**config.mk**
```make
export PLATFORM = sky130hd
export DESIGN_NAME = calc_queue_flat
export DESIGN_NICKNAME = d
export VERILOG_FILES = /design/src/rtl/calc_queue_pkg.sv /design/src/rtl/calc_queue_if.sv /design/src/rtl/calc_queue_mem.sv /design/src/rtl/calc_queue.sv /design/src/flat_wrapper.sv
export SDC_FILE = /design/constraint.sdc
export NUM_CORES = 1
export LEC_CHECK = 0
export BUFFER_PORTS_ARGS = -buffer_cell sky130_fd_sc_hd__buf_2
export CAP_MARGIN = 40
export CORE_MARGIN = 2
export CORE_UTILIZATION = 58
export CTS_BUF_LIST = sky130_fd_sc_hd__clkbuf_4 sky130_fd_sc_hd__clkbuf_8 sky130_fd_sc_hd__clkbuf_16
export CTS_CLUSTER_DIAMETER = 30
export CTS_CLUSTER_SIZE = 20
export DETAILED_ROUTE_END_ITERATION = 7
export PLACE_DENSITY = 0.76
export SYNTH_ARGS = -nofsm -noshare
export SYNTH_HDL_FRONTEND = slang
export SYNTH_SLANG_ARGS = --single-unit
```
**constraint.sdc**
```tcl
create_clock -name clk -period 3.9 [get_ports clk]
set_input_delay 0.39 -clock clk [delete_from_list [all_inputs] [get_ports clk]]
set_output_delay 0.39 -clock clk [all_outputs]
set_load 0.03 [all_outputs]
```
**src/rtl/calc_queue_pkg.sv**
```systemverilog
// Shared definitions for the queue calculator: queue operation codes, error codes,
// FSM state encodings and the queue geometry.
package calc_queue_pkg;

  localparam int DEPTH  = 16;
  localparam int ADDR_W = $clog2(DEPTH);
  localparam int DATA_W = 8;

  typedef enum logic [1:0] {
    Q_PUSH         = 2'b00,
    Q_SLEEP        = 2'b01,
    Q_GET_AND_PUSH = 2'b10,
    Q_POP          = 2'b11
  } queue_op_e;

  typedef enum logic [1:0] {
    ERR_NONE      = 2'b00,
    ERR_UNDERFLOW = 2'b01,
    ERR_OVERFLOW  = 2'b10,
    ERR_CALC      = 2'b11
  } err_code_e;

  typedef enum logic {
    ST_RUN  = 1'b0,
    ST_HALT = 1'b1
  } state_e;

  // Advance a pointer by n slots; the pointer width makes the wrap implicit.
  function automatic logic [ADDR_W-1:0] ptr_add(input logic [ADDR_W-1:0] ptr,
                                                input logic [1:0]        n);
    return ptr + ADDR_W'(n);
  endfunction

endpackage

```
**src/rtl/calc_queue_if.sv**
```systemverilog
// ALU <-> operand queue bus. The ALU side is the master; the queue is the slave.
// Optional peak_count signal exists only when CALC_QUEUE_PEAK_EN is defined.
interface calc_queue_if;
  import calc_queue_pkg::*;

  // Handshake: there is none; the queue consumes queue_op/result/has_calc_err
  // on every rising clock edge, and all outputs are valid continuously.
  logic [1:0]          queue_op;
  logic [DATA_W-1:0]   result;
  logic                has_calc_err;
  logic                err_clr;
  logic [2*DATA_W-1:0] operands;
  logic [ADDR_W:0]     count;
  logic                empty;
  logic                full;
  logic                halted;
  logic [1:0]          err_code;
`ifdef CALC_QUEUE_PEAK_EN
  logic [ADDR_W:0]     peak_count;
`endif

  modport master (
    output queue_op, result, has_calc_err, err_clr,
    input  operands, count, empty, full, halted, err_code
`ifdef CALC_QUEUE_PEAK_EN
    , input peak_count
`endif
  );

  modport slave (
    input  queue_op, result, has_calc_err, err_clr,
    output operands, count, empty, full, halted, err_code
`ifdef CALC_QUEUE_PEAK_EN
    , output peak_count
`endif
  );

endinterface

```
**src/rtl/calc_queue_mem.sv**
```systemverilog
// Queue storage: DEPTH x DATA_W register file, one synchronous write port and two
// asynchronous read ports. Contents are intentionally not reset.
module calc_queue_mem
  import calc_queue_pkg::*;
(
  input  logic              clk,
  input  logic              i_we,
  input  logic [ADDR_W-1:0] i_waddr,
  input  logic [DATA_W-1:0] i_wdata,
  input  logic [ADDR_W-1:0] i_raddr0,
  input  logic [ADDR_W-1:0] i_raddr1,
  output logic [DATA_W-1:0] o_rdata0,
  output logic [DATA_W-1:0] o_rdata1
);

   logic [DATA_W-1:0] r_mem [DEPTH];

   always_ff @(posedge clk) begin
      if (i_we) r_mem[i_waddr] <= i_wdata;
   end

   // Reads see the pre-edge contents even when the same slot is being written.
   assign o_rdata0 = r_mem[i_raddr0];
   assign o_rdata1 = r_mem[i_raddr1];

endmodule

```
**src/rtl/calc_queue.sv**
```systemverilog
// Circular operand queue for the queue calculator: pointers, fill count, RUN/HALT FSM
// with sticky error codes. Define CALC_QUEUE_PEAK_EN to add a high-water-mark output.
module calc_queue
  import calc_queue_pkg::*;
(
  input  logic         clk,
  input  logic         rst,
  calc_queue_if.slave  bus
);

   logic [ADDR_W-1:0] r_head, r_tail;
   logic [ADDR_W:0]   r_count;
   state_e            r_state;
   err_code_e         r_err_code;

   logic [ADDR_W-1:0] w_head_next, w_tail_next, w_head_p1;
   logic [ADDR_W:0]   w_count_next;
   state_e            w_state_next;
   err_code_e         w_err_next;
   logic              w_we;
   logic              w_full;
   queue_op_e         w_op;
   logic [DATA_W-1:0] w_rd0, w_rd1;

   assign w_op      = queue_op_e'(bus.queue_op);
   assign w_full    = (r_count == (ADDR_W+1)'(DEPTH));
   assign w_head_p1 = ptr_add(r_head, 2'd1);

   always_comb begin
      w_head_next  = r_head;
      w_tail_next  = r_tail;
      w_count_next = r_count;
      w_state_next = r_state;
      w_err_next   = r_err_code;
      w_we         = 1'b0;
      case (r_state)
         ST_RUN: begin
            // Error priority: underflow, then overflow, then ALU calc error.
            if ((w_op == Q_POP && r_count == '0) ||
                (w_op == Q_GET_AND_PUSH && r_count < (ADDR_W+1)'(2))) begin
               w_err_next   = ERR_UNDERFLOW;
               w_state_next = ST_HALT;
            end else if (w_op == Q_PUSH && w_full) begin
               w_err_next   = ERR_OVERFLOW;
               w_state_next = ST_HALT;
            end else if (bus.has_calc_err) begin
               w_err_next   = ERR_CALC;
               w_state_next = ST_HALT;
            end else begin
               case (w_op)
                  Q_PUSH: begin
                     w_we         = 1'b1;
                     w_tail_next  = ptr_add(r_tail, 2'd1);
                     w_count_next = r_count + 1'b1;
                  end
                  Q_POP: begin
                     w_head_next  = ptr_add(r_head, 2'd1);
                     w_count_next = r_count - 1'b1;
                  end
                  Q_GET_AND_PUSH: begin
                     w_we         = 1'b1;
                     w_head_next  = ptr_add(r_head, 2'd2);
                     w_tail_next  = ptr_add(r_tail, 2'd1);
                     w_count_next = r_count - 1'b1;
                  end
                  default: ;
               endcase
            end
         end
         ST_HALT: begin
            if (bus.err_clr) begin
               w_state_next = ST_RUN;
               w_err_next   = ERR_NONE;
            end
         end
         default: w_state_next = ST_RUN;
      endcase
   end

   always_ff @(posedge clk or posedge rst) begin
      if (rst) begin
         r_head     <= '0;
         r_tail     <= '0;
         r_count    <= '0;
         r_state    <= ST_RUN;
         r_err_code <= ERR_NONE;
      end else begin
         r_head     <= w_head_next;
         r_tail     <= w_tail_next;
         r_count    <= w_count_next;
         r_state    <= w_state_next;
         r_err_code <= w_err_next;
      end
   end

   calc_queue_mem u_mem (
      .clk      (clk),
      .i_we     (w_we),
      .i_waddr  (r_tail),
      .i_wdata  (bus.result),
      .i_raddr0 (r_head),
      .i_raddr1 (w_head_p1),
      .o_rdata0 (w_rd0),
      .o_rdata1 (w_rd1)
   );

   assign bus.operands[DATA_W-1:0]        = (r_count >= (ADDR_W+1)'(1)) ? w_rd0 : '0;
   assign bus.operands[2*DATA_W-1:DATA_W] = (r_count >= (ADDR_W+1)'(2)) ? w_rd1 : '0;
   assign bus.count    = r_count;
   assign bus.empty    = (r_count == '0);
   assign bus.full     = w_full;
   assign bus.halted   = (r_state == ST_HALT);
   assign bus.err_code = r_err_code;

`ifdef CALC_QUEUE_PEAK_EN
   logic [ADDR_W:0] r_peak;

   // err_clr restarts the mark from zero; it rebuilds from the next count afterwards.
   always_ff @(posedge clk or posedge rst) begin
      if (rst)                         r_peak <= '0;
      else if (bus.err_clr)            r_peak <= '0;
      else if (w_count_next > r_peak)  r_peak <= w_count_next;
   end

   assign bus.peak_count = r_peak;
`endif

endmodule

```
**src/flat_wrapper.sv**
```systemverilog
// flat-port wrapper written by rule: the top's interface ports become plain ports
module calc_queue_flat import calc_queue_pkg::*;
  (clk, rst, bus_queue_op, bus_result, bus_has_calc_err, bus_err_clr, bus_operands, bus_count, bus_empty, bus_full, bus_halted, bus_err_code);
  calc_queue_if bus_i ();
  input  logic clk;
  input  logic rst;
  input wire logic [$bits(bus_i.queue_op)-1:0] bus_queue_op;
  input wire logic [$bits(bus_i.result)-1:0] bus_result;
  input wire logic [$bits(bus_i.has_calc_err)-1:0] bus_has_calc_err;
  input wire logic [$bits(bus_i.err_clr)-1:0] bus_err_clr;
  output wire logic [$bits(bus_i.operands)-1:0] bus_operands;
  output wire logic [$bits(bus_i.count)-1:0] bus_count;
  output wire logic [$bits(bus_i.empty)-1:0] bus_empty;
  output wire logic [$bits(bus_i.full)-1:0] bus_full;
  output wire logic [$bits(bus_i.halted)-1:0] bus_halted;
  output wire logic [$bits(bus_i.err_code)-1:0] bus_err_code;
  assign bus_i.queue_op = bus_queue_op;
  assign bus_i.result = bus_result;
  assign bus_i.has_calc_err = bus_has_calc_err;
  assign bus_i.err_clr = bus_err_clr;
  assign bus_operands = bus_i.operands;
  assign bus_count = bus_i.count;
  assign bus_empty = bus_i.empty;
  assign bus_full = bus_i.full;
  assign bus_halted = bus_i.halted;
  assign bus_err_code = bus_i.err_code;
  calc_queue u_core (.clk(clk), .rst(rst), .bus(bus_i));
endmodule
```
==> results.json <==
{
  "status": "finished clean",
  "mostFrequentLayoutCells": "128 x edfxtp_1, 64 x mux4_2, 39 x buf_2, 32 x mux2i_1",
  "viasPerCell": 6.76,
  "path_delay_family": "multiplexers",
  "final_max_slew_viol_count": 0,
  "power.leakage_nw": 2.77,
  "clockRootBuffer": "clkbuf_16",
  "fin_tns_setup_ps": 0,
  "synth_fp_nets": 428,
  "rr_worst_depth": 6,
  "die_h_um": 115,
  "route.detailed.drc": 0,
  "crit_type": "register to output pin",
  "io_buffers": 39,
  "clk_latency_ps": 420,
  "cp_slowest_stage_delay_ps": 600,
  "ctsHoldBuffers": 0,
  "drive_gt1_frac": 0.346,
  "hold_class": "primary input to async pin",
  "htreeDepth": 4,
  "postCtsResizedCells": 0,
  "die_area_mm2": 0.0131,
  "finalWorstSetupSlack_ps": 580,
  "antenna_cells": 0,
  "synth_seq_cells": 144,
  "worstSetupStartpointType": "register",
  "timing.rr.start": "u_core.bus.count[1]",
  "async_flop_share": 0.111,
  "critPathBufInv": 2,
  "cts_tree": "done",
  "synth_edf_count": 128,
  "core_mm2": 0.0120,
  "grt-ovfl-total": 0,
  "ir_drop_mv": 0.512,
  "finalSetupViolations": 0,
  "ant_nets": 0,
  "pin_count": 40,
  "ys_seq_area_frac": 0.598,
  "wl_per_cell_um": 25.0,
  "drv_cap": 0,
  "grt_pass1_wl_um": 23800,
  "max_freq_ghz": 0.301,
  "antenna_found_initial": 0,
  "rows": 40,
  "cts_setup_buffers": 0,
  "slowest_stage": "mux4_2",
  "worst_slew_margin_rel": 0.499,
  "rsz0062_at_grt": "false",
  "gp_congestion": 0.796,
  "post_synth_num_cell_types": 44,
  "pre_cts_ws_ps": 1000,
  "final_common_cell": "edfxtp_1",
  "grt_max_degree": 41,
  "grt_pass1_vias": 4275,
  "min_period_over_period": 0.851,
  "skew_ps": 3.50,
  "r2r-end": "u_core.u_mem.r_mem[5][2]",
  "r2r_slack_ps": 1020,
  "post-dp-hpwl_um": 10200,
  "cts_num_sinks": 144,
  "arrival_ps": 2930,
  "wl_um": 15200,
  "power.density_mw_per_mm2": 831,
  "final-hold-violation-count": 0,
  "cp_max_fo": 34,
  "area_delta_synth_final_pct": 13.7,
  "grt_usage": 0.256,
  "worst-slew-pin-transition_ps": 751,
  "first_iter_violations": 371,
  "cp.required_ps": 3510,
  "syn_area_mm2": 0.00710,
  "fp.dieW_um": 115,
  "path_cells": "ha_2 > buf_4 > mux4_2 > mux2i_1 > o22ai_1 > buf_2",
  "cp-end-kind": "output pin",
  "clk_pin_slew_ps": 60,
  "period_needed_ps": 3320,
  "synthCells": 403,
  "cts_made_buffers": 17,
  "vias": 4114,
  "clk_path_buf_depth": 2,
  "fillers": 777,
  "dr.pass1.iters": 5,
  "setup.worst_path.start": "u_core.r_head[0]",
  "layout.nets": 474,
  "avgSynthCellArea_um2": 17.6,
  "synth-warning-count": 0,
  "synth-main-ff-cell": "edfxtp_1",
  "start_util": 0.593
}
-- cell usage after synthesis, types with 2 or more instances --
cell type    n  area (µm²)
mux2i_1     32         320
nor3_1       7        35.0
nand3_1      5        25.0
buf_2       13        65.1
clkbuf_1    10        37.5
a22oi_1      2        15.0
mux4_2      64        1440
nor2_1      14        52.6
a41oi_1      2        17.5
nor4b_1      5        43.8
dfrtp_1     16         400
buf_4        2        15.0
o21ai_0      7        35.0
ha_1        11         138
and4b_1      6        60.1
nor2b_1      4        25.0
nand2_1      9        33.8
xor2_1       6        52.6
a21oi_1      4        20.0
xnor2_1      5        43.8
edfxtp_1   128        3840
buf_6        2        22.5
nand2b_1     3        18.8
inv_1        9        33.8
or4_1        2        15.0
o22ai_1     17         106
-- power breakdown --
group | leakage, nW | internal (W) | total [W] | switching (W)
sequential | 1.35 | 0.00179 | 0.00197 | 0.000182
combinational | 1.16 | 0.00139 | 0.00322 | 0.00182
clock | 0.271 | 0.000930 | 0.00152 | 0.000587
-- registers in the layout (all words and copies together), names as in the netlist --
signal               cells
u_core.r_head            4
u_core.bus.halted        1
u_core.bus.count         5
u_core.r_tail            4
u_core.u_mem.r_mem     128
u_core.bus.err_code      2
-- per-stage QoR --
step	hold WS (ps)	utilization	area (µm²)	instances	total power [W]
4_1_cts	48.2	0.674	8070	609	0.00675
5_1_grt	98.3	0.674	8070	609	0.00703
3_3_place_gp	503	0.626	7480	576	0.00513
2_1_floorplan	304	-	7100	403	0.00445
3_5_place_dp	509	0.628	7510	577	0.00523
6_report	43.1	0.674	8070	609	0.00671
-- worst max-delay path by stage --
stage / end / depth (start not counted) / slack (ps)
6_report: bus_operands[8] / 6 / 580
5_1_grt: bus_operands[8] / 6 / 460
4_1_cts: bus_operands[8] / 6 / 550
3_5_place_dp: u_core.u_mem.r_mem[5][2] / 6 / 1000
3_3_place_gp: bus_operands[8] / 6 / 1040
2_1_floorplan: u_core.u_mem.r_mem[0][0] / 7 / 790
-- area by class of cell --
cell class / count / area (µm²) / area share
clock inverters: 14 / 124 / 0.0154
repair buffers: 55 / 335 / 0.0416
multi-input cells: 222 / 2710 / 0.336
well taps: 147 / 184 / 0.0228
flip-flops and latches: 144 / 4250 / 0.527
clock buffers: 18 / 433 / 0.0537
inverters: 9 / 33.8 / 0.00419
-- cells by family (layout without fill, tap and decap cells) --
| family | after synthesis | in the layout | share of synthesized area |
|---|---|---|---|
| buf+inv | 37 | 96 | 0.0250 |
| fa+ha+maj | 11 | 11 | 0.0194 |
| compound gates | 40 | 40 | 0.0400 |
| mux | 97 | 97 | 0.250 |
| flops | 144 | 144 | 0.598 |
| simple gates | 63 | 63 | 0.0536 |
| xor+xnor | 11 | 11 | 0.0136 |
-- metal layers --
layer	global-route usage	vias to the layer above	wire, µm
li1	-	1765	-
met1	0.319	2154	5880
met2	0.428	172	8020
met3	0.0693	23	1000
met4	0.102	0	320
met5	0	-	0
No activity file was read; power rests on OpenSTA's default activity.
